[src/rtl/riscv_muldiv_unit.sv]
// Iterative RV32M/RV64M multiply/divide unit; shift-add multiply and restoring divide, UNROLL bits per cycle.
// Latency N+2 cycles (N=XLEN/UNROLL); special divides, and early-outs under RISCV_MULDIV_EARLY_OUT_EN, finish in 2.
// Backpressure: none; start_i is ignored while busy_o/done_o, and flush_i aborts the op in flight.
module riscv_muldiv_unit #(
    parameter int XLEN   = 32,
    parameter int UNROLL = 1
) (
    input  logic            clk,
    input  logic            rst,
    input  logic            start_i,
    input  logic [2:0]      op_i,
    input  logic [XLEN-1:0] a_i,
    input  logic [XLEN-1:0] b_i,
    input  logic            flush_i,
    output logic            busy_o,
    output logic            done_o,
    output logic [XLEN-1:0] result_o
);
    localparam int N  = XLEN / UNROLL;
    localparam int CW = (N > 1) ? $clog2(N) : 1;
    localparam logic [CW-1:0]   CNT_INIT = CW'(N - 1);
    localparam logic [XLEN-1:0] MOST_NEG = {1'b1, {(XLEN-1){1'b0}}};

    typedef enum logic [1:0] {IDLE, CALC, FIX, DONE} state_t;

    state_t            state;
    logic [2:0]        op_q;
    logic              sa_q, sb_q, fast_q;
    logic [XLEN-1:0]   mag_q, rem_q, fast_res_q;
    logic [2*XLEN-1:0] acc;
    logic [CW-1:0]     count;

    // Operand decode, only meaningful while IDLE
    logic            signed_a, signed_b, a_neg, b_neg, div_zero, div_ovf, special, fast_in;
    logic [XLEN-1:0] a_mag, b_mag, special_res, fast_val;

    always_comb begin
        signed_a    = (op_i != 3'b011) && !(op_i[2] && op_i[0]);
        signed_b    = signed_a && (op_i != 3'b010);
        a_neg       = signed_a && a_i[XLEN-1];
        b_neg       = signed_b && b_i[XLEN-1];
        a_mag       = a_neg ? (~a_i + 1'b1) : a_i;
        b_mag       = b_neg ? (~b_i + 1'b1) : b_i;
        div_zero    = op_i[2] && (b_i == '0);
        div_ovf     = op_i[2] && !op_i[0] && (a_i == MOST_NEG) && (b_i == '1);
        special     = div_zero || div_ovf;
        special_res = div_zero ? (op_i[1] ? a_i : '1) : (op_i[1] ? '0 : a_i);
`ifdef RISCV_MULDIV_EARLY_OUT_EN
        fast_in  = special || (!op_i[2] && (a_i == '0 || b_i == '0)) || (op_i[2] && (a_mag < b_mag));
        fast_val = special ? special_res : ((op_i[2] && op_i[1]) ? a_i : '0);
`else
        fast_in  = special;
        fast_val = special_res;
`endif
    end

    // One CALC cycle: acc holds {hi,lo}; divide keeps the quotient in lo and the partial remainder in rem_q
    logic [XLEN-1:0] hi_n, lo_n, rem_n;
    logic [XLEN:0]   sum, trial;

    always_comb begin
        hi_n  = acc[2*XLEN-1:XLEN];
        lo_n  = acc[XLEN-1:0];
        rem_n = rem_q;
        sum   = '0;
        trial = '0;
        for (int i = 0; i < UNROLL; i++) begin
            if (!op_q[2]) begin
                sum  = {1'b0, hi_n} + (lo_n[0] ? {1'b0, mag_q} : '0);
                hi_n = sum[XLEN:1];
                lo_n = {sum[0], lo_n[XLEN-1:1]};
            end else begin
                trial = {rem_n, lo_n[XLEN-1]};
                lo_n  = {lo_n[XLEN-2:0], 1'b0};
                if (trial >= {1'b0, mag_q}) begin
                    trial   = trial - {1'b0, mag_q};
                    lo_n[0] = 1'b1;
                end
                rem_n = trial[XLEN-1:0];
            end
        end
    end

    // Sign correction and result select
    logic [2*XLEN-1:0] prod;
    logic [XLEN-1:0]   quo, rmd, fix_res;

    always_comb begin
        prod = (sa_q ^ sb_q) ? (~acc + 1'b1) : acc;
        quo  = (sa_q ^ sb_q) ? (~acc[XLEN-1:0] + 1'b1) : acc[XLEN-1:0];
        rmd  = sa_q ? (~rem_q + 1'b1) : rem_q;
        case (op_q)
            3'b000:                 fix_res = prod[XLEN-1:0];
            3'b001, 3'b010, 3'b011: fix_res = prod[2*XLEN-1:XLEN];
            3'b100, 3'b101:         fix_res = quo;
            default:                fix_res = rmd;
        endcase
    end

    always_ff @(posedge clk or posedge rst) begin
        if (rst) begin
            state      <= IDLE;
            op_q       <= '0;
            sa_q       <= 1'b0;
            sb_q       <= 1'b0;
            fast_q     <= 1'b0;
            mag_q      <= '0;
            rem_q      <= '0;
            fast_res_q <= '0;
            acc        <= '0;
            count      <= '0;
            busy_o     <= 1'b0;
            done_o     <= 1'b0;
            result_o   <= '0;
        end else if (flush_i) begin
            state  <= IDLE;
            busy_o <= 1'b0;
            done_o <= 1'b0;
        end else begin
            case (state)
                IDLE: begin
                    done_o <= 1'b0;
                    if (start_i) begin
                        op_q       <= op_i;
                        sa_q       <= a_neg;
                        sb_q       <= b_neg;
                        // Multiply adds |a| per set bit of |b|; divide subtracts |b| from |a|
                        mag_q      <= op_i[2] ? b_mag : a_mag;
                        acc        <= {{XLEN{1'b0}}, (op_i[2] ? a_mag : b_mag)};
                        rem_q      <= '0;
                        count      <= CNT_INIT;
                        fast_q     <= fast_in;
                        fast_res_q <= fast_val;
                        busy_o     <= 1'b1;
                        state      <= fast_in ? FIX : CALC;
                    end
                end
                CALC: begin
                    acc   <= {hi_n, lo_n};
                    rem_q <= rem_n;
                    if (count == '0) state <= FIX;
                    else             count <= count - 1'b1;
                end
                FIX: begin
                    result_o <= fast_q ? fast_res_q : fix_res;
                    busy_o   <= 1'b0;
                    done_o   <= 1'b1;
                    state    <= DONE;
                end
                default: begin
                    done_o <= 1'b0;
                    state  <= IDLE;
                end
            endcase
        end
    end
endmodule

[config.mk]
export PLATFORM = sky130hd
export DESIGN_NAME = riscv_muldiv_unit
export DESIGN_NICKNAME = d
export VERILOG_FILES = /design/src/rtl/riscv_muldiv_unit.sv
export SDC_FILE = /design/constraint.sdc
export NUM_CORES = 1
export LEC_CHECK = 0
export ABC_AREA = 1
export BUFFER_PORTS_ARGS = -buffer_cell sky130_fd_sc_hd__buf_2
export CORE_ASPECT_RATIO = 0.5
export CORE_MARGIN = 2
export CORE_UTILIZATION = 60
export DETAILED_ROUTE_END_ITERATION = 6
export GPL_TIMING_DRIVEN = 0
export PLACE_DENSITY = 0.78
export SLEW_MARGIN = 15
export SYNTH_ARGS = -nofsm -noshare
export SYNTH_HDL_FRONTEND = slang
export SYNTH_SLANG_ARGS = --single-unit
export TNS_END_PERCENT = 20
[constraint.sdc]
create_clock -name clk -period 13.9 [get_ports clk]
set_clock_uncertainty 0.2 [all_clocks]
set_input_delay 1.39 -clock clk [delete_from_list [all_inputs] [get_ports clk]]
set_output_delay 1.39 -clock clk [all_outputs]
set_load 0.01 [all_outputs]
Word level (Yosys, flattened, before mapping)
Cells that the tools add are included.
{ "classes": {"bitwise": 7, "n_addsub": 8, "n_lt_le_gt_ge": 1, "n_eq_ne": 18, "n_reduce_logical": 28, "mux": 35} }
{ "op_table": {"columns": ["cell", "n"], "rows": [
  ["two-way mux 32 bit", 16],
  ["adder 32 x 1 -> 32 bit (second input constant)", 4],
  ["two-way mux 64 bit", 2],
  ["inverter 32 bit", 4],
  ["one-hot mux 64 bit (2 select lines)", 1],
  ["one-hot mux 32 bit (3 select lines)", 1],
  ["adder 64 x 1 -> 64 bit (second input constant)", 1],
  ["== test 32 bit (second input constant)", 2],
  ["inverter 64 bit", 1],
  ["one-hot mux 32 bit (2 select lines)", 1],
  ["adder 32 x 32 -> 33 bit", 1],
  [">= comparator 33 x 32 -> 1 bit", 1],
  ["logical NOT 32 bit", 1],
  ["subtractor 32 bit", 1],
  ["AND reduction 4 bit", 3],
  ["two-way mux 5 bit", 2],
  ["!= test 2 bit (second input constant)", 5],
  ["one-hot mux 5 bit (2 select lines)", 1],
  ["logical AND 1 bit", 9],
  ["two-way mux 2 bit", 4],
  ["== test 3 x 2 -> 1 bit (second input constant)", 2],
  ["== test 3 bit (second input constant)", 2],
  ["!= test 3 x 2 -> 1 bit (second input constant)", 2],
  ["!= test 3 bit (second input constant)", 2],
  ["other kinds (20)", 28]
]} }
{ "totals": {"word_cells": 111, "ff_bits": 207, "output_inout_bits": 34, "inputBits": 71} }

Longest topological paths before layout
{ "logic_depth": {"ltp_word": 9, "mapped_depth": 19, "depth_no_buf": 17} }

Worst setup path before layout
No wires, ideal clock.
{ "synth_timing": {"kind": "input -> register", "startpoint": "input a_i[0]", "endpoint": "register acc[18]", "n_path_buf": 0, "arrival_time_ns": 2.652, "slack_ns": 10.919, "setup_time_ns": 0.129, "required_time_ns": 13.571, "stages": 12, "cell_sequence": "inv_1 > ha_1 > nand3_1 > nor2_1 > nand2_1 > inv_1 > nand3b_1 > nand2_1 > xor2_1 > nand2_1 > nand3_1 > a21oi_1"} }
{ "synth_between": {"elab_chain_cells": 6} }
{ "synth_lines": {"columns": ["element", "line", "source"], "rows": [
  ["start: declaration", "12", "input logic [XLEN-1:0] a_i,"],
  ["inverter 32 bit", "42", "a_mag = a_neg ? (~a_i + 1'b1) : a_i;"],
  ["adder 32 x 1 -> 32 bit", "42", null],
  ["two-way mux 32 bit", "42", null],
  ["two-way mux 32 bit", "129", "acc <= {{XLEN{1'b0}}, (op_i[2] ? a_mag : b_mag)};"],
  ["two-way mux 64 bit", "123", "if (start_i) begin"],
  ["one-hot mux 64 bit (2 select lines)", "120", "case (state)"],
  ["end signal: assignment", "129", null],
  ["end signal: assignment", "139", "acc <= {hi_n, lo_n};"],
  ["end: declaration", "30", "logic [2*XLEN-1:0] acc;"]
]} }
Every way passes these cells. The select of a mux whose other input is x is not followed.
A chain may end at the register's enable or synchronous reset.

Worst setup path in the final report
{ "layout_timing": {"startpoint": "register acc[0]", "endpoint": "register acc[61]"} }
{ "layout_between": {"elab_chain_cells": 4} }
{ "layout_lines": {"columns": ["element", "line", "source"], "rows": [
  ["two-way mux 32 bit", "69", "sum = {1'b0, hi_n} + (lo_n[0] ? {1'b0, mag_q} : '0);"],
  ["adder 32 x 32 -> 33 bit", "69", null],
  ["two-way mux 32 bit", "68", "if (!op_q[2]) begin"],
  ["one-hot mux 64 bit (2 select lines)", "120", null]
]} }
Every way passes these cells. The select of a mux whose other input is x is not followed.

==> results.json <==
{
  "status": "complete, but fails checks",
  "violations": "DRC",
  "syn_nets": 3486,
  "post_cts_buffers": 0,
  "cts-htree-levels": 1,
  "ant_nets": 0,
  "cpMostUsedCell": "nand2_1",
  "multi_input_area_um2": 12800,
  "rows": 47,
  "drt-initial-drc-count": 4344,
  "cts.clk_slew.worst_paths_ns": 0.07,
  "yosys_warnings": 0,
  "clock_latency_ns": 0.56,
  "slew_viol_final": 0,
  "end_kind": "flop",
  "setup_viol": 0,
  "synth_ff_type": "dfrtp_1",
  "fp.coreArea_um2": 33050,
  "drive_gt1_share_pct": 7.843,
  "dr.pass1.iters": 7,
  "cts_buffers": 22,
  "rsz0062_at_grt": "no",
  "path_class": "reg2reg",
  "min_period_ns": 3.705,
  "dieWidth_um": 263.2,
  "synth_area_leaders": "dfrtp_1 (26%), nand2_1 (18%), nand3_1 (8.5%), nor2_1 (7.7%), inv_1 (7.6%)",
  "die_height_um": 133.6,
  "intPower_mw": 1.878,
  "num-fill-cells": 3159,
  "period_share_pct": 26.66,
  "place_hpwl_um": 72930,
  "hold_ws_ns": 0.2732,
  "die_area_um2": 35160,
  "netlist.area_leader.share_pct": 25.71,
  "p_per_area_nw_per_um2": 196.0,
  "clockRootBuffer": "clkbuf_16",
  "crit_required_ns": 14.13,
  "ys_seq_area_share_pct": 25.71,
  "tightest_slew_ns": 0.9702,
  "tns_ns": 0,
  "cts_sinks": 207,
  "postCtsHoldBufs": 0,
  "grt_pass1_vias": 21890,
  "ys_async_sr_fraction_pct": 100.0,
  "cts_resized": 0,
  "drt-vias-per-instance": 6.347,
  "crit_arrival_ns": 3.93,
  "cts_tree": "built",
  "leakagePower_nw": 11.61,
  "cp_cell_sequence": "buf_6, clkbuf_1, nand2_1, inv_1, ha_1, inv_1, fa_1, inv_1, nand2_1, o21ai_1, a21oi_1, o21ai_1, nand3_1, nand2_1, nand2_1, nand2_1, o22ai_1",
  "synth_top_area_cell": "dfrtp_1",
  "start_util_pct": 60.97,
  "wire_per_inst_um": 22.85,
  "clockBufferDepth": 3,
  "antenna_found_initial": 3,
  "io_buffer_count": 103,
  "track_usage_pct": 49.65,
  "hold_violations": 0,
  "layout_common_cells": "nand2_1 (940), nor2_1 (413), inv_1 (408), nand3_1 (343), a21oi_1 (213)",
  "drv_cap": 0,
  "synth_cell_types": 55,
  "comb_power_share_pct": 59.3,
  "syn_to_final_growth_pct": 9.264,
  "ys_ff_latch": 207,
  "layout_commonest_cell": "nand2_1",
  "grt_remaining_overflow": 0,
  "slowest_delay_ns": 0.47,
  "cp_top_family": "compound AO/OA/AOI/OAI gates",
  "p_sw_share_pct": 56.47,
  "fin_nets": 3615,
  "place_congestion": 1.165,
  "max_freq_ghz": 0.2699,
  "cp_max_fo": 10,
  "avgSynthCellArea_um2": 6.037,
  "ir_worst_vdd_v": 0.0001288,
  "seqPwrFrac_pct": 26.1,
  "ios": 105,
  "crit_path_start_kind": "flop",
  "remaining_drc_errors": 10,
  "vias": 24910,
  "grt_pass1_wl_um": 130900,
  "seq_area_um2": 5180,
  "drt-total-wl_um": 89670,
  "syn_inst": 3338,
  "crit_buf_inv": 5,
  "grt_max_degree": 80,
  "hp-class": "reg2reg",
  "cp_slowest_cell": "clkbuf_1",
  "synth-edff-count": 0,
  "pwr-share-clk_pct": 14.6,
  "slew_headroom_pct": 35.08,
  "switching_power_mw": 2.437,
  "synth_area_um2": 20150
}
[cell usage after synthesis, types with 5 or more instances]
| library cell | number |
|---|---|
| a21oi_1 | 213 |
| a221oi_1 | 32 |
| a22oi_1 | 22 |
| a31oi_1 | 8 |
| buf_1 | 6 |
| buf_2 | 28 |
| buf_4 | 5 |
| buf_6 | 9 |
| clkbuf_1 | 67 |
| dfrtp_1 | 207 |
| ha_1 | 75 |
| inv_1 | 409 |
| inv_2 | 19 |
| nand2_1 | 940 |
| nand2_2 | 17 |
| nand2_4 | 5 |
| nand3_1 | 343 |
| nand3b_1 | 10 |
| nand4_1 | 48 |
| nor2_1 | 413 |
| nor2_2 | 15 |
| nor2_4 | 12 |
| nor3_1 | 30 |
| nor4_1 | 9 |
| o211ai_1 | 25 |
| o21ai_0 | 158 |
| o21ai_1 | 75 |
| o21bai_1 | 8 |
| o221ai_1 | 14 |
| o22ai_1 | 16 |
| xnor2_1 | 14 |
| xor2_1 | 45 |
[through the flow]
stage                     area [um^2]  total power [mW]  cells  utilization (%)  setup slack, ns
after detailed placement        21280             3.475   3884            64.39            10.16
after global placement          21220             3.417   3882            64.20            4.321
after CTS                       22010             4.107   3922            66.60            10.34
final                           22020             4.315   3925            66.62            10.19
after global routing            22010             4.493   3922            66.60            9.942
after floorplan                 20150             2.572   3338                -            6.658
[per-layer routing]
metal  part of all wire, %  track usage (%)
met5                 0.074                0
met4                   4.4            17.90
met3                    20            26.93
met2                    38            67.24
met1                    38            66.11
[final cells by class]
type	count	share of cell area (%)
Antenna cell	3	0.03410
Buffer	115	2.512
Clock buffer	25	2.642
Clock inverter	13	0.6706
Inverter	429	7.359
Multi-Input combinational cell	2587	58.16
Sequential cell	207	23.53
Tap cell	441	2.506
Timing Repair Buffer	105	2.591
[registers in the layout, indices dropped and copies added (netlist names), 2 cells and up]
| signal | count |
|---|---|
| op_q | 3 |
| acc | 64 |
| state | 2 |
| count | 5 |
| fast_res_q | 32 |
| rem_q | 32 |
| result_o | 32 |
| mag_q | 32 |
[worst reg2reg max path: cells and delay by family, from the launching register on]
| kind | cells | cell delay [ns] |
|---|---|---|
| adders and majority gates | 2 | 0.51 |
| AOI/OAI and AO/OA | 4 | 1.00 |
| DFF | 1 | 0.36 |
| buffers and inverters | 5 | 0.87 |
| and+or+nand+nor | 6 | 0.65 |
[logic make-up (layout without fill, tap and decap cells)]
group                      count (synthesis)  after routing  synth area share [%]
and+or+nand+nor                         1861           1861                 39.47
DFF                                      207            207                 25.71
buffers and inverters                    544            687                 10.75
xor gates and xnor gates                  59             59                 2.564
adders and majority gates                 77             77                 4.856
other                                      0              3                     0
AOI/OAI and AO/OA                        590            590                 16.66
[final timing paths]
path | endpoint | from | slack, ns | cells after the start
min in group asynchronous | acc[58] | rst | 0.66 | 2
max reg2reg | acc[61] | acc[0] | 10.19 | 17
max in group asynchronous | state[1] | rst | 11.68 | 4
max | acc[61] | acc[0] | 10.19 | 17
min reg2reg | result_o[22] | result_o[22] | 0.27 | 2
min | result_o[22] | result_o[22] | 0.27 | 2
[power by group through the flow]
stage	Combinational [mW]	Sequential [mW]	Clock [mW]
floorplan	1.62	0.957	0
global placement	2.34	1.07	0
detailed placement	2.39	1.08	0
CTS	2.41	1.07	0.621
global route	2.74	1.11	0.643
finish	2.56	1.13	0.632
(Power assumes the default switching activity.)
